$ cat config.mk
export PLATFORM = sky130hd
export DESIGN_NAME = rv32i_alu
export DESIGN_NICKNAME = d
export VERILOG_FILES = /design/src/rtl/rv32i_alu.sv
export SDC_FILE = /design/constraint.sdc
export NUM_CORES = 1
export LEC_CHECK = 0
export ABC_CLOCK_PERIOD_IN_PS = 12500
export CORE_MARGIN = 2
export CORE_UTILIZATION = 30
export DETAILED_ROUTE_END_ITERATION = 8
export SETUP_SLACK_MARGIN = 0.4
export SYNTH_ARGS = -nofsm -noshare
export SYNTH_HDL_FRONTEND = slang
export SYNTH_SLANG_ARGS = --single-unit
$ cat constraint.sdc
create_clock -name clk -period 12.5 [get_ports clk]
set_input_delay 1.875 -clock clk [delete_from_list [all_inputs] [get_ports clk]]
set_output_delay 1.875 -clock clk [all_outputs]
set_load 0.05 [all_outputs]
$ cat src/rtl/rv32i_alu.sv
// rv32i_alu: RV32I integer ALU with combinational result/flags and a registered flag copy.
// Shifts (SLL/SRL/SRA) are built only when ALU_SHIFT_EN is defined; otherwise they decode as reserved.
package rv32i_defs;
   typedef enum logic [3:0] {
      SUM  = 4'd0,
      SUB  = 4'd1,
      AND  = 4'd2,
      OR   = 4'd3,
      XOR  = 4'd4,
      SLT  = 4'd5,
      SLTU = 4'd6,
      SLL  = 4'd7,
      SRL  = 4'd8,
      SRA  = 4'd9
   } alu_opcode_t;
endpackage

module rv32i_alu
   import rv32i_defs::*;
#(
   parameter int WIDTH = 32
) (
   input  logic             clk,
   input  logic             rst,
   input  logic [WIDTH-1:0] a,
   input  logic [WIDTH-1:0] b,
   input  alu_opcode_t      operation,
   input  logic             flags_we,
   output logic [WIDTH-1:0] result,
   output logic [3:0]       status,
   output logic [3:0]       status_q
);
   logic [WIDTH-1:0] bx;
   logic [WIDTH:0]   add;
   logic             c;
   logic             v;
   // One adder serves SUM and SUB; SUB feeds ~b with carry-in 1, so C means "no borrow".
   always_comb begin
      bx     = (operation == SUB) ? ~b : b;
      add    = {1'b0, a} + {1'b0, bx} + {{WIDTH{1'b0}}, operation == SUB};
      result = '0;
      c      = 1'b0;
      v      = 1'b0;
      case (operation)
         SUM, SUB: begin
            result = add[WIDTH-1:0];
            c      = add[WIDTH];
            v      = (a[WIDTH-1] == bx[WIDTH-1]) && (add[WIDTH-1] != a[WIDTH-1]);
         end
         AND:  result = a & b;
         OR:   result = a | b;
         XOR:  result = a ^ b;
         SLT:  result = {{(WIDTH-1){1'b0}}, $signed(a) < $signed(b)};
         SLTU: result = {{(WIDTH-1){1'b0}}, a < b};
`ifdef ALU_SHIFT_EN
         SLL:  result = a << b[4:0];
         SRL:  result = a >> b[4:0];
         SRA:  result = $signed(a) >>> b[4:0];
`endif
         default: result = '0;
      endcase
      status = {result[WIDTH-1], result == '0, c, v};
   end

   always_ff @(posedge clk or posedge rst) begin
      if (rst) status_q <= 4'b0000;
      else if (flags_we) status_q <= status;
   end
endmodule

* Yosys cells after proc, flatten, opt, wreduce, memory -nomap -nowiden *
Cells that the tools add are included.

operators by class
  add/subtract/negate cells = 2
  order comparisons = 2
  equal/unequal tests = 8
  muxes and demuxes = 4
  bitwise logic cells = 4
  reduce and logical (&&, ||, !) cells = 4

operators with widths
  cell                                                                   count
  32-bit case mux with 6 select lines                                    1
  32-bit < comparator                                                    2
  32-bit by 32-bit adder with 33-bit output                              1
  33-bit by 1-bit adder with 33-bit output                               1
  32-bit AND                                                             1
  32-bit zero test                                                       1
  32-bit 2-to-1 mux                                                      1
  32-bit NOT                                                             1
  32-bit OR                                                              1
  32-bit XOR                                                             1
  4-bit by 3-bit equality test with 1-bit output, second input constant  3
  4-bit by 2-bit equality test with 1-bit output, second input constant  2
  4-bit by 1-bit equality test with 1-bit output, second input constant  1
  4-bit zero test                                                        1
  1-bit 2-to-1 mux                                                       2
  2-bit OR reduction                                                     1
  1-bit equality test                                                    1
  1-bit logical AND                                                      1
  1-bit inequality test                                                  1

word-level totals
  bits in registers = 4
  input bits = 71
  output and inout port bits = 40

* Longest topological paths before layout *
  depth after elaboration = 7
  mapped depth = 17
  gate-level depth less buffers = 14

* Worst setup path before layout *
No wires, ideal clock.

  kind = input to output
  start point = input operation[2]
  end point = output status[2]
  arrival time = 6.909 ns
  setup slack = 3.716 ns
  stages on the path = 17
  cell sequence = buf_6 nor4b_2 buf_6 clkbuf_1 xnor2_1 ha_1 clkbuf_1 a21oi_1 o21ai_0 a21oi_1 a2111o_1 nand4_1 or4_1 nor4b_2 and4_1 nand4_1 nor3_1

on the way
  longest elaborated chain between the ends = 6
  elaborated cells on any way between the ends = 13

ends and longest elaborated chain
  item                                            line        RTL
  from (decl)                                     27          input alu_opcode_t operation,
  4-bit by 1-bit equality test with 1-bit output  39, 40, 44
  32-bit 2-to-1 mux                               39          bx = (operation == SUB) ? ~b : b;
  32-bit by 32-bit adder with 33-bit output       40          add = {1'b0, a} + {1'b0, bx} + {{WIDTH{1'b0}}, operation == SUB};
  33-bit by 1-bit adder with 33-bit output        40
  32-bit case mux with 6 select lines *           44          case (operation)
  via result[18]                                  29          output logic [WIDTH-1:0] result,
  32-bit zero test *                              62          status = {result[WIDTH-1], result == '0, c, v};
  to (decl)                                       30          output logic [3:0] status,

Mark *: on every way through the listed nets, which the timed path passes. The rest lies on a longest branch.

* Final worst setup path *
  start point = input operation[1]
  end point = output status[2]

on the way
  longest elaborated chain between the ends = 6
  elaborated cells on any way between the ends = 13

ends and longest elaborated chain
  item                                            line
  4-bit by 1-bit equality test with 1-bit output  39, 40, 44
  32-bit 2-to-1 mux                               39
  32-bit by 32-bit adder with 33-bit output       40
  33-bit by 1-bit adder with 33-bit output        40
  32-bit case mux with 6 select lines *           44
  32-bit zero test *                              62

Every way passes the cells marked *; elsewhere a longest branch is shown, timed or not.

==> flow_summary.yaml <==
status:
  status: "complete, no violations"
synth:
  ys_seq_area_share_pct: 1.878
  synth_seq_cells: 4
  syn_inst: 763
  synthMostInstantiatedCell: "ha_1"
  synth_simple_gate_area_share_pct: 20.49
  ys_warn_count: 0
  synthAdderAreaFrac_pct: 31.13
  synth_fp_nets: 966
  yosys.area_share.xor_xnor_pct: 7.559
  synthDistinctLibCells: 67
  synthesis.area_um2: 5330
  yosysTopAreaCell: "ha_1"
  synth_top_family_by_area: "adder cells"
  syn_avg_cell_area_um2: 6.986
  async_flop_share_pct: 100.0
  synth-edff-count: 0
  synthTopCellsByArea: "ha_1, xnor2_1, a21oi_1, inv_1, o21ai_0"
  ys.flop_type: "dfrtp_1"
  muxShareOfSynthArea_pct: 1.573
  synth_compound_area_share_pct: 28.15
  yosys.area.top_type_share_pct: 30.75
  synth_commonest_cells: "ha_1, inv_1, a21oi_1, nor2_1"
finish:
  top_register: "status_q"
  largestRegisters: "status_q: 4 flops"
  nNetsFinal: 1050
  post_route_cells_drive_above_1_share_pct: 2.485
  diodes: 0
  largest_register_ffs: 4
  area_growth_pct: 25.47
  stdcell_count: 1070
  regArea_um2: 100.1
  multi_input_area_um2: 4763
  fill_cells: 1847
placed_design:
  dpl.hpwl_mm: 14.35
  place_inst: 1067
  io_buffers: 110
  gp_congestion: 0.9486
worst_setup_path:
  worstPathArrival_ns: 7.82
  worst_setup_path_end_kind: "output port"
  cp_max_fo: 33
  worstSetupPathType: "input pin to output port"
  required_ns: 10.62
  worst_setup_path_start_kind: "input pin"
flow_run:
  max_cap_violations: 0
floorplan:
  rows: 48
  dieWidth_um: 137.3
  ioPinCount: 111
  dieArea_um2: 18850
  start_util_pct: 30.71
  core_area_um2: 17360
  die_h_um: 137.3
clocking:
  cts_sinks: 4
  cts_buffers: 3
  h-tree-depth: 1
  clk_latency_ns: 0.22
  post_cts_buffers: 0
  cts_root_buf: "clkbuf_16"
  post_cts_resized: 0
  hold_buffers: 0
  max-clock-path-buffers: 2
  clk_pin_slew_ns: 0.03
  cts_tree: "built"
timing:
  slew_headroom_pct: 40.18
  finalSetupViolations: 0
  final.setup_skew_ns: 0
  hold_violations: 0
  rsz0062_at_grt: "no"
  post-route-min-period_ns: 9.696
  slew_viol_final: 0
  tns_ns: 0
  holdWs_ns: 0.5100
  worstMarginPinSlew_ns: 0.8857
  period_share_pct: 77.57
  fmax_mhz: 103.1
power:
  p_leak_nw: 3.012
  power_mw: 0.3783
  power_density_nw_per_um2: 56.57
  vdd_drop_max_uv: 74.24
routing:
  wl_per_cell_um: 16.46
  drt_iter0_markers: 378
  wl_mm: 17.62
  postRouteAntennaNets: 0
  post-route-drc-count: 0
  firstDrtPassIters: 5
  viasPerCell: 5.253
  vias: 5621
grt:
  grt_start_max_net_pins: 60
  gr-total-overflow: 0
  gr-usage-all-layers_pct: 18.41
  grt_antenna_before_repair: 0
  grt_pass1_vias: 5173
  grt_first_pass_wirelength_mm: 27.94
hold_path:
  hold_class: "register to register"
stage by stage:
stage	instance area [um2]	worst slack, ns	utilization (%)
6_report	6688	2.804	38.53
3_5_place_dp	6613	2.827	38.10
5_1_grt	6688	2.428	38.53
4_1_cts	6688	2.824	38.53
2_1_floorplan	5330	3.716	-
3_3_place_gp	6613	2.837	38.10
where the power goes:
group          internal (mW)  leakage (nW)  switching, mW
sequential            0.0137        0.0549       0.000363
combinational          0.123          2.92          0.193
clock                 0.0408        0.0370        0.00798
logic make-up after synthesis:
group	Yosys count
xor gates and xnor gates	46
buffers and inverters	124
DFF	4
adders and majority gates	132
AOI/OAI and AO/OA	231
muxes	8
and+or+nand+nor	218
layout make-up:
cell class	count	area share (%)
clock buffers	3	1.123
well taps	225	4.210
flip-flops and latches	4	1.497
inverters	87	4.883
multi-input cells	635	71.23
repair buffers	116	17.06
layout by cell type (no fill, tap or decap), drive strengths merged, types with 5 or more instances in the layout:
| cell type | synthesis | final |
|---|---|---|
| a211oi | 12 | 12 |
| a21o | 13 | 13 |
| a21oi | 66 | 66 |
| a22oi | 19 | 19 |
| a31oi | 5 | 5 |
| and3 | 5 | 5 |
| buf | 9 | 7 |
| clkdlybuf4s50 | 0 | 109 |
| ha | 131 | 131 |
| inv | 87 | 87 |
| mux2i | 5 | 5 |
| nand2 | 53 | 53 |
| nand2b | 6 | 6 |
| nand3 | 13 | 13 |
| nand4 | 13 | 13 |
| nor2 | 66 | 66 |
| nor2b | 7 | 7 |
| nor3 | 16 | 16 |
| nor4 | 8 | 8 |
| nor4b | 5 | 5 |
| o211ai | 8 | 8 |
| o21ai | 53 | 53 |
| o21bai | 8 | 8 |
| o31ai | 10 | 10 |
| or4 | 5 | 5 |
| xnor2 | 42 | 42 |
final timing paths:
check                      depth (start not counted)          from          end  slack [ns]
max                                               16  operation[1]    status[2]        2.80
min                                                1   status_q[0]  status_q[0]        0.51
max reg2reg                                        1   status_q[3]  status_q[3]       11.76
min reg2reg                                        1   status_q[0]  status_q[0]        0.51
max in group asynchronous                          2           rst  status_q[2]       10.51
min in group asynchronous                          2           rst  status_q[0]        1.84
worst max-delay path: stages:
cell and delay, ns:
clkdlybuf4s50_1 0.72, nor4b_4 0.38, buf_4 0.52, xnor2_1 0.14, ha_1 0.39, a21oi_1 0.31
o21ai_0 0.28, a2111oi_0 0.72, a21oi_1 0.32, nand4_1 0.19, nand4_1 0.15, a21oi_1 0.28
xnor2_1 0.10, a221o_1 0.40, nor3_1 0.19, clkdlybuf4s50_1 0.83
metal layers:
layer,vias to the layer above,track usage (%),share of wire (%)
li1,2886,-,-
met1,2585,27.10,49
met5,-,0,0
met3,6,1.067,4.9
met2,144,30.57,45
met4,0,1.489,0.70
Power figures use the tool's default switching activity.
